--- src/rtl/comp_pkg.sv ---
// Shared types and result encodings for the bit-serial magnitude comparator.
// Latency: n/a (declarations only).
// Backpressure: n/a.
package comp_pkg;

   // Controller sequencing states
   typedef enum logic [1:0] {
      IDLE = 2'd0,
      RUN  = 2'd1,
      DONE = 2'd2
   } cmp_state_t;

   // One-hot result encodings, bit order {aeb, agb, alb}
   localparam logic [2:0] CMP_EQ = 3'b100;
   localparam logic [2:0] CMP_GT = 3'b010;
   localparam logic [2:0] CMP_LT = 3'b001;

   // Pack a differing-bit sense into the one-hot result layout.
   // For a bit that differs, exactly one of gt/lt is set.
   function automatic logic [2:0] cmp_sense(input logic gt, input logic lt);
      return {1'b0, gt, lt};
   endfunction

endpackage

--- src/rtl/cmp_bit_cell.sv ---
// Combinational single-bit magnitude compare cell, time-shared by the controller.
// Latency: zero (pure combinational).
// Backpressure: none; the controller decides when its outputs are used.
module cmp_bit_cell (
   input  logic a_bit,
   input  logic b_bit,
   output logic eq,
   output logic gt,
   output logic lt
);

   assign eq = ~(a_bit ^ b_bit);
   assign gt = a_bit & ~b_bit;
   assign lt = ~a_bit & b_bit;

endmodule

--- src/rtl/comp_serial_ctrl.sv ---
// Bit-serial unsigned magnitude comparator: one bit per clock, MSB first, one shared compare cell.
// Latency: accept edge to out_valid is k+1 edges (early exit, k = matching MSBs) or WIDTH edges (full scan).
// Backpressure: in_ready only in IDLE; result held in DONE until out_ready; new accept no earlier than the cycle after drain.
module comp_serial_ctrl
   import comp_pkg::*;
#(
   parameter int WIDTH      = 8,
   parameter bit EARLY_EXIT = 1'b1
) (
   input  logic             clk,
   input  logic             rst_n,
   input  logic             in_valid,
   output logic             in_ready,
   input  logic [WIDTH-1:0] a,
   input  logic [WIDTH-1:0] b,
   output logic             out_valid,
   input  logic             out_ready,
   output logic             aeb,
   output logic             agb,
   output logic             alb,
   output logic             busy
);

   localparam int IW = $clog2(WIDTH);
   localparam logic [IW-1:0] IDX_MSB = IW'(WIDTH - 1);

   cmp_state_t       r_state;
   cmp_state_t       w_state_nxt;
   logic             r_in_rdy;
   logic [WIDTH-1:0] r_a;
   logic [WIDTH-1:0] r_b;
   logic [IW-1:0]    r_idx;
   logic [2:0]       r_res;
   logic             r_mis;
   logic [2:0]       r_mis_res;

   logic             w_a_bit;
   logic             w_b_bit;
   logic             w_eq;
   logic             w_gt;
   logic             w_lt;
   logic             w_acc;
   logic             w_drain;
   logic             w_last;
   logic             w_stop_early;

   // The single compare cell always looks at the currently indexed bit pair
   assign w_a_bit = r_a[r_idx];
   assign w_b_bit = r_b[r_idx];

   cmp_bit_cell u_cell (
      .a_bit (w_a_bit),
      .b_bit (w_b_bit),
      .eq    (w_eq),
      .gt    (w_gt),
      .lt    (w_lt)
   );

   // in_ready is a register, so it is only ever high while the FSM sits in IDLE
   assign w_acc        = in_valid & r_in_rdy & (r_state == IDLE);
   assign w_drain      = out_ready & (r_state == DONE);
   assign w_last       = (r_idx == '0);
   assign w_stop_early = EARLY_EXIT & ~w_eq;

   // Next-state selection for the IDLE -> RUN -> DONE sequence
   always_comb begin
      w_state_nxt = r_state;
      case (r_state)
         IDLE: if (w_acc) w_state_nxt = RUN;
         RUN:  if (w_stop_early || w_last) w_state_nxt = DONE;
         DONE: if (w_drain) w_state_nxt = IDLE;
         default: w_state_nxt = IDLE;
      endcase
   end

   // State register; in_ready held low through reset and raised on the first edge back in IDLE
   always_ff @(posedge clk or negedge rst_n) begin
      if (!rst_n) begin
         r_state  <= IDLE;
         r_in_rdy <= 1'b0;
      end else begin
         r_state  <= w_state_nxt;
         r_in_rdy <= (w_state_nxt == IDLE);
      end
   end

   // Operand capture, bit scan, sticky first-mismatch tracking and result registration
   always_ff @(posedge clk or negedge rst_n) begin
      if (!rst_n) begin
         r_a       <= '0;
         r_b       <= '0;
         r_idx     <= IDX_MSB;
         r_res     <= '0;
         r_mis     <= 1'b0;
         r_mis_res <= '0;
      end else if (w_acc) begin
         r_a       <= a;
         r_b       <= b;
         r_idx     <= IDX_MSB;
         r_res     <= '0;
         r_mis     <= 1'b0;
         r_mis_res <= '0;
      end else if (r_state == RUN) begin
         if (w_stop_early) begin
            // First differing bit decides the relation outright
            r_res <= cmp_sense(w_gt, w_lt);
         end else if (w_last) begin
            // Full scan finished: the earliest (most significant) mismatch wins,
            // including one found on this very last bit
            if (r_mis)
               r_res <= r_mis_res;
            else if (!w_eq)
               r_res <= cmp_sense(w_gt, w_lt);
            else
               r_res <= CMP_EQ;
         end else begin
            // Less significant mismatches never overwrite the recorded one
            if (!w_eq && !r_mis) begin
               r_mis     <= 1'b1;
               r_mis_res <= cmp_sense(w_gt, w_lt);
            end
            r_idx <= r_idx - IW'(1);
         end
      end
   end

   assign in_ready  = r_in_rdy;
   assign out_valid = (r_state == DONE);
   assign busy      = (r_state == RUN);
   assign aeb       = r_res[2];
   assign agb       = r_res[1];
   assign alb       = r_res[0];

endmodule

--- config.mk ---
export PLATFORM = sky130hd
export DESIGN_NAME = comp_serial_ctrl
export DESIGN_NICKNAME = d
export VERILOG_FILES = /design/src/rtl/comp_pkg.sv /design/src/rtl/cmp_bit_cell.sv /design/src/rtl/comp_serial_ctrl.sv
export SDC_FILE = /design/constraint.sdc
export NUM_CORES = 1
export LEC_CHECK = 0
export CAP_MARGIN = 20
export CORE_UTILIZATION = 40
export DETAILED_ROUTE_END_ITERATION = 8
export PLACE_DENSITY = 0.63
export SKIP_CTS_REPAIR_TIMING = 1
export SLEW_MARGIN = 10
export SYNTH_ARGS = -nofsm -noshare
export SYNTH_HDL_FRONTEND = slang
export SYNTH_SLANG_ARGS = --single-unit
--- constraint.sdc ---
create_clock -name clk -period 3.3 [get_ports clk]
set_input_delay 0.33 -clock clk [delete_from_list [all_inputs] [get_ports clk]]
set_output_delay 0.33 -clock clk [all_outputs]
set_load 0.01 [all_outputs]
-- Word level (Yosys, flattened, before mapping)
Index checks and enable logic that the tools add are counted.
- add/subtract/negate cells: 1
- magnitude comparators: 1
- eq/ne operators: 4
- mux-type cells: 27
- bitwise logic cells: 8
- reductions and logical operators: 12
- operators with widths (kind ; count):
    two-way mux 3 bit ; 14
    two-way mux 1 bit ; 7
    binary-select mux 1 bit (select 3 bit) ; 2
    two-way mux 2 bit ; 3
    case mux 2 bit (3 select lines) ; 1
    bitwise AND 1 bit ; 5
    logical NOT 2 bit ; 2
    less-than comparator 3 x 4 -> 1 bit (second input constant) ; 1
    inequality test 2 bit (second input constant) ; 2
    AND reduction 4 bit ; 1
    nonzero test 2 bit ; 2
    logical NOT 3 bit ; 1
    AND reduction 3 bit ; 1
    nonzero test 3 bit ; 1
    subtractor 3 x 1 -> 3 bit (second input constant) ; 1
    == test 2 x 1 -> 1 bit (second input constant) ; 1
    == test 2 bit (second input constant) ; 1
    NOT 1 bit ; 2
    AND reduction 2 bit ; 1
    logical AND 1 bit ; 1
    logical NOT 1 bit ; 1
    logical OR 1 bit ; 1
    bitwise XOR 1 bit ; 1
- register bits after elaboration: 29
- input bits: 20
- output and inout bits: 6
- logic and storage cells: 61

-- Depth between registers and ports, before layout
- depth in word-level cells: 9
- mapped depth: 9

-- Modules after synthesis
Synthesis repeated with hierarchy kept, for this count alone.
- cell total of the unflattened synthesis: 135
- area, all modules: 1363.8 um^2
- modules (own cells, without submodules) (module ; times used ; cells an instance ; area an instance (um^2) ; sequential area each (um^2)):
    comp_serial_ctrl ; 1 ; 131 ; 1331.3 ; 704.4
    cmp_bit_cell ; 1 ; 4 ; 32.5 ; 0.0

-- Worst setup path after synthesis
Ideal clock, no wire load.
- path type: reg-to-reg
- start: reg r_idx[0]
- end: reg r_res[2]
- setup time: 0.082 ns
- arrival: 2.285 ns
- data required time: 3.218 ns
- slack: 0.933 ns
- stages on the path, launching flop included: 8
- buffers on the path: 1
- cells stage by stage: dfstp_2 buf_6 mux4_2 mux2i_1 inv_1 ha_1 or4b_1 a31oi_1
- longest elaborated chain between the ends: 6
- RTL lines (item ; line ; text):
    start, declared ; comp_serial_ctrl.sv:32 ; logic [IW-1:0] r_idx;
    start signal, assigned ; comp_serial_ctrl.sv:122 ; r_idx <= r_idx - IW'(1);
    binary-select mux 1 bit (select 3 bit) (on tied branches) ; comp_serial_ctrl.sv:48, comp_serial_ctrl.sv:49 ;
    two-way mux 1 bit (on tied branches) ; comp_serial_ctrl.sv:48, comp_serial_ctrl.sv:49 ;
    bitwise XOR 1 bit ; cmp_bit_cell.sv:12 ; assign eq = ~(a_bit ^ b_bit);
    two-way mux 3 bit ; comp_serial_ctrl.sv:104 ; if (w_stop_early) begin
    two-way mux 3 bit ; comp_serial_ctrl.sv:103 ; end else if (r_state == RUN) begin
    two-way mux 3 bit ; comp_serial_ctrl.sv:96 ; end else if (w_acc) begin
    end signal, assigned ; comp_serial_ctrl.sv:106 ; r_res <= cmp_sense(w_gt, w_lt);
    end signal, assigned ; comp_serial_ctrl.sv:111 ; r_res <= r_mis_res;
    end signal, assigned ; comp_serial_ctrl.sv:113 ; r_res <= cmp_sense(w_gt, w_lt);
    end, declared ; comp_serial_ctrl.sv:33 ; logic [2:0] r_res;
Parallel ways exist; a longest one is shown, timed or not. The select of a mux whose other input is x is not followed.
A chain may end at the register's enable or synchronous reset.

-- Final worst setup path
Same ends and word-level chain as after synthesis.

==> key figures <==
Status
  • Outcome: finished clean

Clocking
  • Clock slew at reported path FFs: approximately 0.16 ns
  • Num CTS Buffers: 3
  • # H-tree levels: 1
  • Clock Sinks: 28
  • CTS tree: built
  • Longest Clk Path Bufs: 2
  • Worst-Skew Late Latency: roughly 0.33 ns
  • Clock root buffer: clkbuf_4

Logic synthesis
  • Synthesized area per cell: approximately 14 um2
  • Post-synth top flop: dfrtp_1
  • Synth top cells by count: dfrtp_1 (25), mux2_1 (9), mux2_2 (7), nor2b_1 (6)
  • Yosys warnings: 0
  • Most frequent cell after synthesis: dfrtp_1
  • #FFs+latches synth: 28
  • Simple-Gate Fraction of Synth Area: 11.1%
  • Synth Area in XOR/XNOR: 0%
  • Mux cell area share after synthesis: approximately 22%
  • Mapped Area: approximately 1300 um2
  • Largest family of logic cells by synthesized area: multiplexers
  • Ranking of synthesized cells by area: dfrtp_1 (48%), mux2_1 (7.8%), mux4_2 (6.9%)
  • Compound-Gate Fraction of Synth Area: under 10%
  • EDFF count, synth: 0
  • Cell taking the most area after synthesis: dfrtp_1
  • Post-synthesis instance total: 95
  • Synth unique cells: 28
  • Post-synth top area share: between 40 and 50%
  • Sequential fraction of the synthesis area: a little over half
  • FFs w/ async S/R, synth: 100%
  • Post-Synth Adder-Cell Area: between 3 and 4%
  • Net count after synthesis: approximately 120

Layout
  • Syn-to-layout area delta: 26.4%
  • Cell Count, Final, Fillers Out: around 170
  • Multi-input logic area: between 500 and 600 um2
  • Share of cells above drive strength 1: approximately 20%
  • Fill count: between 200 and 300
  • Register Area: between 700 and 800 um2
  • Ant. Diodes: 0
  • Nets: 148

Route
  • First-pass DRT Iterations: 2
  • Routed vias: between 800 and 900
  • Via-per-instance ratio: ~4.8
  • Post-route ant nets: 0
  • Total routed wirelength: between 2000 and 2500 um
  • Avg WL per Cell: 12.2 um
  • DRT iter0 DRCs: 5
  • Remaining DRCs: 0

STA
  • Setup Viol. Count Final: 0
  • Final Skew: between 0.01 and 0.015 ns
  • Slew @ Worst Pin: between 0.8 and 0.9 ns
  • Final Hold Fails: 0
  • Slew HR: between 40% and 50%
  • FMAX: ~0.4 GHz
  • Final worst slack: roughly 0.83 ns
  • Fin Setup TNS: 0 ns
  • Period utilisation layout: between 70% and 80%
  • Tmin final: between 2 and 2.5 ns
  • RSZ-0062 raised after global routing: no
  • Slew Limit Fails: 0

Setup path
  • Setup crit end kind: register
  • Critical path required time: 3.57 ns
  • Worst Setup Start Kind: register
  • Worst Path Max Fanout: 8
  • WP data arrival: between 2 and 3 ns
  • Path type of the worst setup path: reg2reg

Global route
  • First-pass GRT wire length: 3690 um
  • GR Layer Usage met2: between 20% and 30%
  • GRT Total Usage: 14.2%
  • Initial antenna violation count: 0
  • GR Util met3: 3.06%
  • GRT Max-Usage Layer: met2
  • Vias in the first global route: between 800 and 900
  • Largest net degree at the start of global routing: 29
  • GR Overflow Total: 0
  • Met1 Track Usage GR: approximately 17%

Placement
  • Detailed Place HPWL: ~1600 um
  • Number of port buffers: 25
  • Cells after DPL: 163
  • Placer Congestion: 0.705
  • Pre-CTS setup slack: 0.813 ns

Pwr
  • Internal power: around 0.98 mW
  • Peak supply drop: ~0.00033 V
  • Comb pwr share: a little over two fifths
  • Clock power share: 15.4%
  • Part of the power in registers: between 40 and 50%
  • Leakage: between 0.7 and 0.8 nW
  • NetSw: between 0.4 and 0.5 mW
  • Power Density: approximately 870 nW/um2
  • Sw frac: between 30% and 40%

Min path
  • Hold Crit Class: in2async

Floorplanning
  • Die ar.: roughly 3500 um2
  • Core Area: 3080 um2
  • Initial core utilization: a little over two fifths
  • Die height: ~59 um
  • Die width: around 59 um
  • Cell Rows: 20
  • IO Count: 26

Job
  • Maxcap violations: 0
[registers in the layout, summed over array words and instances (netlist names)]
name,cells
r_idx,3
r_b,8
r_res,3
r_mis_res,2
in_ready,1
r_a,8
r_mis,1
r_state,2
[path summary, 6_finish.rpt]
check / start / to / slack [ns] / cells after the start
setup reg to reg: r_idx[0]$_DFFE_PN1P_ / r_res[2]$_DFFE_PN0P_ / 0.83 / 6
hold / removal: rst_n / r_state[0]$_DFF_PN0_ / 0.35 / 2
min in group clk: r_a[0]$_DFFE_PN0P_ / r_a[0]$_DFFE_PN0P_ / 0.50 / 1
max in group asynchronous: rst_n / r_idx[0]$_DFFE_PN1P_ / 2.63 / 2
hold reg to reg: r_a[0]$_DFFE_PN0P_ / r_a[0]$_DFFE_PN0P_ / 0.50 / 1
setup / recovery: r_idx[0]$_DFFE_PN1P_ / r_res[2]$_DFFE_PN0P_ / 0.83 / 6
[layout by cell type, fill, tap and decap left out, drive strengths merged]
cell type | synthesis | routed
buf | 4 | 3
mux2i | 2 | 2
mux4 | 4 | 4
a211oi | 3 | 3
nand2b | 2 | 2
nand2 | 2 | 2
and3 | 1 | 1
clkbuf | 0 | 3
a21oi | 3 | 3
nor2 | 2 | 2
and2b | 1 | 1
mux2 | 16 | 16
ha | 4 | 4
clkdlybuf4s50 | 0 | 25
nor2b | 6 | 6
nand3 | 1 | 1
nor3 | 4 | 4
a31oi | 4 | 4
or4b | 1 | 1
bufinv | 0 | 1
inv | 5 | 5
dfrtp | 25 | 25
dfstp | 3 | 3
or2 | 2 | 2
[stage by stage]
stage / total power, mW / util, % / hold WS, ns / cell area, um2
floorplan: 1.07 / - / 0.0344 / 1310
global placement: 1.21 / 52.0 / 0.471 / 1600
detailed placement: 1.24 / 52.0 / 0.474 / 1600
CTS: 1.46 / 53.7 / 0.362 / 1650
global route: 1.56 / 53.7 / 0.380 / 1650
finish: 1.44 / 53.7 / 0.351 / 1650
[power groups by stage]
stage	logic [mW]	registers [mW]	clock network, mW
finish	0.623	0.593	0.222
global route	0.696	0.617	0.244
CTS	0.634	0.596	0.232
floorplan	0.496	0.573	0
global placement	0.608	0.603	0
detailed placement	0.633	0.604	0
[kinds of logic (layout without fill, tap and decap cells)]
group | count (synthesis) | count (layout)
flip-flops | 28 | 28
multiplexers | 22 | 22
AND/OR/NAND/NOR | 22 | 22
AO/OA/AOI/OAI | 10 | 10
buffers and inverters | 9 | 37
adder cells (fa/ha/maj) | 4 | 4
[critical path: stages, from the launching register on]
cell,delay [ns]
dfstp_2,0.66
mux4_2,0.51
mux2i_1,0.19
inv_1,0.06
ha_1,0.39
or4b_1,0.45
a31oi_1,0.16
[layer usage]
| metal | wire (um) | vias to the layer above |
|---|---|---|
| met5 | 0 | - |
| met4 | 13 | 0 |
| met3 | 90 | 2 |
| met2 | 1030 | 19 |
| met1 | 907 | 392 |
| li1 | - | 394 |
[layout make-up]
type / count / share of cell area, %
clock buffers: 3 / 1.36
clock inverters: 1 / 1.82
inverters: 5 / 1.14
multi-input cells: 58 / 33.2
flip-flops and latches: 28 / 42.7
well taps: 44 / 3.33
repair buffers: 28 / 16.5
(Power assumes the default switching activity.)
